$ cat src/rtl/ramsr_pkg.sv
// Shared types and helpers for the multi-channel RAM delay line.
// Holds state encoding, delay clamping and modulo pointer subtraction.
package ramsr_pkg;

    typedef enum logic {
        ST_FILL = 1'b0,
        ST_RUN  = 1'b1
    } state_t;

    function automatic int clamp_delay(input int value, input int wdepth);
        if (value < 1) begin
            return 1;
        end
        if (value > wdepth) begin
            return wdepth;
        end
        return value;
    endfunction

    // Explicit wrap so that non-power-of-2 depths are handled correctly
    function automatic int wrap_sub(input int ptr, input int d, input int wdepth);
        if (ptr >= d) begin
            return ptr - d;
        end
        return ptr + wdepth - d;
    endfunction

endpackage

$ cat src/rtl/ramsr_dpram.sv
// Simple dual-port RAM: synchronous write, asynchronous read.
// The caller registers rdata on the write edge, giving read-first data.
module ramsr_dpram #(
    parameter  int WIDTH = 8,
    parameter  int DEPTH = 10,
    localparam int AW    = (DEPTH > 1) ? $clog2(DEPTH) : 1
) (
    input  logic             clk,
    input  logic             we,
    input  logic [AW-1:0]    waddr,
    input  logic [WIDTH-1:0] wdata,
    input  logic [AW-1:0]    raddr,
    output logic [WIDTH-1:0] rdata
);

    logic [WIDTH-1:0] r_mem [DEPTH];

    always_ff @(posedge clk) begin
        if (we) begin
            r_mem[waddr] <= wdata;
        end
    end

    assign rdata = r_mem[raddr];

endmodule

$ cat src/rtl/ram_delay_line_mc.sv
// Multi-channel programmable RAM delay line with fill tracking.
// RAMSR_QMASK_EN: zero Q in the output register while q_valid is low.
module ram_delay_line_mc
    import ramsr_pkg::*;
#(
    parameter int DSIZE         = 1,
    parameter int NCH           = 1,
    parameter int WDEPTH        = 10,
    parameter int ASIZE         = $clog2(WDEPTH),
    parameter int DLY_W         = $clog2(WDEPTH + 1),
    parameter int DEFAULT_DELAY = 4
) (
    input  logic                 clk,
    input  logic                 Reset,
    input  logic                 ce,
    input  logic [NCH*DSIZE-1:0] Din,
    input  logic [DLY_W-1:0]     delay_in,
    input  logic                 delay_ld,
    output logic [NCH*DSIZE-1:0] Q,
    output logic                 q_valid,
    output logic [DLY_W-1:0]     delay_cur
);

    localparam int W = NCH * DSIZE;

    logic [ASIZE-1:0] r_wr_ptr;
    logic [W-1:0]     r_q;
    logic             r_valid;
    logic [DLY_W-1:0] r_delay;
    logic [DLY_W-1:0] r_fill;
    state_t           r_state;

    logic [ASIZE-1:0] w_rd_addr;
    logic [ASIZE-1:0] w_wr_nxt;
    logic [W-1:0]     w_rdata;
    logic             w_we;
    logic [DLY_W-1:0] w_fill_inc;
    logic [DLY_W-1:0] w_ld_delay;
    state_t           w_state_nxt;
    logic [DLY_W-1:0] w_fill_nxt;
    logic             w_valid_nxt;
    logic [DLY_W-1:0] w_delay_nxt;

    assign w_rd_addr = ASIZE'(wrap_sub(int'(r_wr_ptr), int'(r_delay), WDEPTH));
    assign w_wr_nxt = (r_wr_ptr == ASIZE'(WDEPTH - 1)) ? '0 : r_wr_ptr + 1'b1;
    assign w_we = ce && !Reset;
    assign w_ld_delay = DLY_W'(clamp_delay(int'(delay_in), WDEPTH));
    assign w_fill_inc = (r_fill == DLY_W'(WDEPTH)) ? r_fill : r_fill + 1'b1;

    ramsr_dpram #(
        .WIDTH (W),
        .DEPTH (WDEPTH)
    ) u_ram (
        .clk   (clk),
        .we    (w_we),
        .waddr (r_wr_ptr),
        .wdata (Din),
        .raddr (w_rd_addr),
        .rdata (w_rdata)
    );

    // A load wins over the fill step of the same edge
    always_comb begin
        w_state_nxt = r_state;
        w_fill_nxt  = r_fill;
        w_valid_nxt = r_valid;
        w_delay_nxt = r_delay;
        if (delay_ld) begin
            w_delay_nxt = w_ld_delay;
            w_fill_nxt  = '0;
            w_valid_nxt = 1'b0;
            w_state_nxt = ST_FILL;
        end else if (ce) begin
            unique case (r_state)
                ST_FILL: begin
                    w_fill_nxt = w_fill_inc;
                    if (w_fill_inc == r_delay) begin
                        w_state_nxt = ST_RUN;
                        w_valid_nxt = 1'b1;
                    end
                end
                ST_RUN: begin
                    w_valid_nxt = 1'b1;
                end
            endcase
        end
    end

    always_ff @(posedge clk) begin
        if (Reset) begin
            r_state <= ST_FILL;
            r_fill  <= '0;
            r_valid <= 1'b0;
            r_delay <= DLY_W'(DEFAULT_DELAY);
        end else begin
            r_state <= w_state_nxt;
            r_fill  <= w_fill_nxt;
            r_valid <= w_valid_nxt;
            r_delay <= w_delay_nxt;
        end
    end

    always_ff @(posedge clk) begin
        if (Reset) begin
            r_wr_ptr <= '0;
            r_q      <= '0;
        end else begin
            if (ce) begin
                r_wr_ptr <= w_wr_nxt;
            end
`ifdef RAMSR_QMASK_EN
            if (ce || delay_ld) begin
                r_q <= w_valid_nxt ? w_rdata : '0;
            end
`else
            if (ce) begin
                r_q <= w_rdata;
            end
`endif
        end
    end

    assign Q         = r_q;
    assign q_valid   = r_valid;
    assign delay_cur = r_delay;

endmodule

$ cat config.mk
export PLATFORM = sky130hd
export DESIGN_NAME = ram_delay_line_mc
export DESIGN_NICKNAME = d
export VERILOG_FILES = /design/src/rtl/ramsr_pkg.sv /design/src/rtl/ramsr_dpram.sv /design/src/rtl/ram_delay_line_mc.sv
export SDC_FILE = /design/constraint.sdc
export NUM_CORES = 1
export LEC_CHECK = 0
export CAP_MARGIN = 10
export CORE_MARGIN = 2
export CORE_UTILIZATION = 56
export DETAILED_ROUTE_END_ITERATION = 8
export DONT_BUFFER_PORTS = 1
export PLACE_DENSITY = 0.74
export SYNTH_ARGS = -nofsm -noshare
export SYNTH_HDL_FRONTEND = slang
export SYNTH_SLANG_ARGS = --single-unit
$ cat constraint.sdc
create_clock -name clk -period 2.6 [get_ports clk]
set_clock_uncertainty 0.05 [all_clocks]
set_input_delay 0.65 -clock clk [delete_from_list [all_inputs] [get_ports clk]]
set_output_delay 0.65 -clock clk [all_outputs]
set_load 0.005 [all_outputs]
==> results of run 1 <==
power groups by stage:
stage	registers (W)	logic, W	clock network, W
floorplan	0.000440	0.000141	0
global placement	0.000440	0.000159	0
detailed placement	0.000441	0.000166	0
CTS	0.000432	0.000166	0.000177
global route	0.000435	0.000192	0.000191
finish	0.000433	0.000170	0.000174
area by class of cell:
class | instances | area share
multi-input cells | 110 | 0.527
clock buffers | 4 | 0.0164
flip-flops and latches | 25 | 0.378
well taps | 30 | 0.0234
inverters | 14 | 0.0328
repair buffers | 5 | 0.0234
state kept, by name, indices dropped and copies added, names as in the netlist:
| signal | count |
|---|---|
| Q | 1 |
| delay_cur | 4 |
| r_fill | 4 |
| q_valid | 1 |
| u_ram.r_mem | 10 |
| r_state | 1 |
| r_wr_ptr | 4 |
per-layer routing:
layer / global-route usage / vias up / share of wire
met5: 0 / - / 0
met4: 0.0510 / 0 / 0.0087
met3: 0.0302 / 2 / 0.030
met2: 0.329 / 14 / 0.49
met1: 0.262 / 525 / 0.47
li1: - / 553 / -
metrics by stage:
stage          instance area [µm²]  cells
5_1_grt                       1600    188
6_report                      1600    188
4_1_cts                       1580    188
2_1_floorplan                 1510    156
3_3_place_gp                  1560    184
3_5_place_dp                  1560    184
worst max-delay path: stages, from the launching register on:
cell and delay, ns:
dfxtp_2 0.35, inv_1 0.06, ha_4 0.24, inv_1 0.06, ha_1 0.13, inv_1 0.05, fa_1 0.55, mux4_2 0.30
nand2b_1 0.15, o211ai_1 0.09, o21ai_1 0.08, o31a_1 0.23
layout by cell type (no fill, tap or decap), types with 4 or more instances in the layout:
master	count
nor3_1	7
xnor2_1	7
buf_4	5
nand2_1	9
nor2_1	19
inv_1	14
nand3_1	4
ha_1	6
dfxtp_1	11
a21oi_1	7
dfxtp_2	4
edfxtp_1	10
mux2i_1	5
cells by family (layout without fill, tap and decap cells):
group,Yosys count,count (layout),synth area share
AO/OA/AOI/OAI,27,27,0.117
XOR/XNOR,10,10,0.0579
adder cells (fa/ha/maj),11,11,0.106
buffers and inverters,21,23,0.0570
flip-flops,25,25,0.397
multiplexers,9,9,0.0975
AND/OR/NAND/NOR,53,53,0.168
worst paths after layout:
| path | end | slack (ns) | cells past startpoint |
|---|---|---|---|
| worst min register to register | r_state | 0.47 | 2 |
| worst max register to register | Q | 0.17 | 11 |
| worst min-delay path | delay_cur[1] | 0.33 | 1 |
| worst max-delay path | Q | 0.17 | 11 |
==> out/metrics.csv, run 1 <==
metric,value,unit
status,completed,
rsz0062_at_grt,no,
final.fill_count,207,
tightest_slew,0.412,ns
required,2.76,ns
preCtsSetupSlack,0.0688,ns
core_region_area,2520,µm²
synth_top_area_share,0.198,
ys.flop_type,dfxtp_1,
cts_buffers,3,
finalSetupTns,0,ns
postSynthAreaPerCell,9.70,µm²
gp_congestion,0.846,
yosys_warnings,0,
p_sw,0.000208,W
rows,18,
wl,2770,µm
yosysSeqAreaShare,0.397,
synth_seq_cells,25,
power_frac_comb,0.219,
register_area,606,µm²
seqPwrFrac,0.557,
dr.pass1.iters,4,
multiInputGateArea,845,µm²
syn_area,1510,µm²
netlist_instances,156,
cts_tree,built,
crit_fanout,3,
hold_path_class,primary input to flip-flop,
wl_per_cell,14.7,µm
setup.worst_path.start_class,flip-flop,
synth_top_area_cell,dfxtp_1,
clkPwrFrac,0.224,
finalCriticalPeriod,2.43,ns
cap_violations,0,
min_from,Reset,
fin_hold_ws,0.327,ns
crit_start,delay_cur[1],
drive_gt1_frac,0.120,
grt_pass1_wl,4860,µm
antenna_found_initial,0,
hold_viol_final,0,
synth_cell_types,37,
via_per_inst,5.82,
worst_ir_drop_vdd,338,µV
postCtsSetupBuffers,0,
p_sw_frac,0.267,
clockRootBuffer,clkbuf_4,
port_buffers,0,
n_antenna_cell,0,
setup_viol,0,
grt_max_degree,14,
cts_resized,0,
gr-total-overflow,0,
clock_sinks,25,
rr_startpoint,delay_cur[1],
ant_nets,0,
drc,0,
cts.htree.levels,1,
drt_iter0_drc,33,
timing.final.crit_share,0.936,
die_w,56.0,µm
relSlewSlack,0.725,
p_int,0.000569,W
grt_usage,0.195,
crit_type,flip-flop to flip-flop,
cp-end-kind,flip-flop,
fmax,0.411,GHz
grt_pass1_vias,1127,
synth-edff-count,10,
ctsHoldBuffers,0,
synth_most_common_cell,nor2_1,
crit_arrival,2.60,ns
slew_viol_final,0,
die_area,3140,µm²
pin_count,15,
path_clk_slew,0.14,ns
cts_max_path_buffers,2,
area_delta_synth_final,5.95,%
die_y,56.0,µm
final_net_count,179,
synthTopCellsByCount,"19 x nor2_1, 15 x dfxtp_1, 14 x inv_1, 10 x edfxtp_1, 9 x nand2_1",
finalPower,0.000777,W
synth_fp_nets,176,
power_density,484,nW/µm²
start_util,0.600,
fin_util,0.636,
timing.final.ws_setup,0.166,ns
vias,1094,
synthArstFlopShare,0,
synth_area_leaders,"dfxtp_1 20%, edfxtp_1 20%, ha_1 6.6%",
clock_latency,0.31,ns
p_leak,0.599,nW
dpl.hpwl,2180,µm
No activity file was read; power rests on OpenSTA's default activity.
==> inputs of run 2 (changes only) <==
- CORE_UTILIZATION: 56 -> 30
- PLACE_DENSITY: 0.74 -> unset
==> run 2 against run 1 <==
  * Worst hold slack better by 0.054 ns
  * Cell area up 4.0%
  * Largest cell class unchanged
  * Clock power up 44%
==> out/metrics.csv, run 2 (same netlist as run 1, synthesis figures left out) <==
metric,value,unit
status,completed,
most-common-layout-cells,"19 x nor2_1, 14 x inv_1, 13 x dfxtp_1",
ctsHoldBuffers,0,
p_sw_frac,0.262,
die_y,75.0,µm
p_int,0.000627,W
reg2reg_depth,11,
vias,1096,
finalCriticalPeriod,2.48,ns
clock_latency,0.27,ns
cap_violations,0,
crit_type,flip-flop to flip-flop,
cp-end-kind,flip-flop,
final_net_count,179,
seqPwrFrac,0.509,
crit_arrival,2.59,ns
cts_buffers,3,
tightest_slew,0.436,ns
antenna_found_initial,0,
dr.pass1.iters,4,
grt_max_degree,14,
die_area,5630,µm²
p_sw,0.000222,W
power_density,509,nW/µm²
relSlewSlack,0.709,
final_common_cell,nor2_1,
setup_viol,0,
worst_ir_drop_vdd,183,µV
drc,0,
start_util,0.316,
setup.worst_path.start_class,flip-flop,
final.fill_count,498,
clockRootBuffer,clkbuf_8,
largest-register,u_ram.r_mem,
wl_per_cell,13.2,µm
grt_pass1_wl,5060,µm
fmax,0.403,GHz
drive_gt1_frac,0.108,
hold_viol_final,0,
cts_tree,built,
ant_nets,0,
port_buffers,0,
power_frac_comb,0.197,
min_path_cells,1,
drt_iter0_drc,33,
wl,2960,µm
finalSetupTns,0,ns
dpl.hpwl,2300,µm
cts_max_path_buffers,2,
slew_viol_final,0,
gp_congestion,0.744,
largest_register_ff_count,10,
die_w,75.0,µm
hold_path_class,primary input to flip-flop,
grt_usage,0.119,
clock_sinks,25,
p_leak,0.611,nW
clkPwrFrac,0.294,
crit_fanout,3,
path_clk_slew,0.10,ns
cts.htree.levels,1,
required,2.71,ns
rows,25,
grt_pass1_vias,1074,
gr-total-overflow,0,
rsz0062_at_grt,no,
timing.final.crit_share,0.955,
pin_count,15,
area_delta_synth_final,10.2,%
fin_area,1670,µm²
multiInputGateArea,842,µm²
register_area,603,µm²
via_per_inst,4.87,
finalPower,0.000849,W
fin_hold_ws,0.381,ns
placed_cell_area,1600,µm²
n_antenna_cell,0,
core_region_area,4790,µm²
## run 2: cell types whose count changed in the layout (fill, tap and decap cells not counted)
cell,delta
clkbuf_4,-2
clkbuf_1,-1
o21ai_0,+1
clkbuf_8,+3
dfxtp_1,+2
dfxtp_2,-2
o21ai_1,-1
fa_1,+1
fa_2,-1
## run 2: worst paths after layout
check	start	to	slack (ns)
min reg2reg	r_state	r_state	0.46
min	Reset	r_wr_ptr[1]	0.38
max	delay_cur[1]	Q	0.12
max reg2reg	delay_cur[1]	Q	0.12
## run 2: metal layers
metal  routed length, µm  GRT usage  part of all wire  vias up
met3                  55     0.0214             0.019        2
met4                  35     0.0357             0.012        0
met1                1430      0.156              0.48      540
met2                1440      0.201              0.49        6
met5                   0          0                 0        -
li1                    -          -                 -      548
## run 2: timing repair
action                                  CTS  global route
setup buffers                             0             0
resized for setup                         0             4
endpoints found under the setup margin    0             1
## run 2: area by class of cell
class | count | area share
clock buffer | 4 | 0.0293
sequential | 25 | 0.362
multi-input combinational | 110 | 0.505
timing repair buffer | 5 | 0.0225
tap | 67 | 0.0503
inverter | 14 | 0.0315
## run 2: critical path, stage by stage (launching register included)
cell and delay, ns:
dfxtp_2 0.33, inv_1 0.06, ha_4 0.24, inv_1 0.05, ha_1 0.13, inv_1 0.05, fa_1 0.58, mux4_2 0.30
nand2b_1 0.15, o211ai_1 0.08, o21ai_0 0.10, o31a_1 0.24
## run 2: power groups by stage
stage | combinational, W | sequential (W) | clock, W
global placement | 0.000163 | 0.000440 | 0
CTS | 0.000167 | 0.000431 | 0.000253
finish | 0.000167 | 0.000432 | 0.000250
floorplan | 0.000141 | 0.000440 | 0
detailed placement | 0.000166 | 0.000441 | 0
global route | 0.000188 | 0.000435 | 0.000271
## run 2: stage by stage
step,worst slack [ns],instances,util
final,0.118,225,0.348
after global routing,0.00634,225,0.348
after CTS,0.0759,225,0.345
after detailed placement,0.100,221,0.335
after global placement,0.161,221,0.335
after floorplan,0.00292,156,-
==> inputs of run 3 (changes only) <==
- CTS_CLUSTER_SIZE: unset -> 24
==> results of run 3 <==
No change in the layout: final DEF, timing and power equal those of run 2.
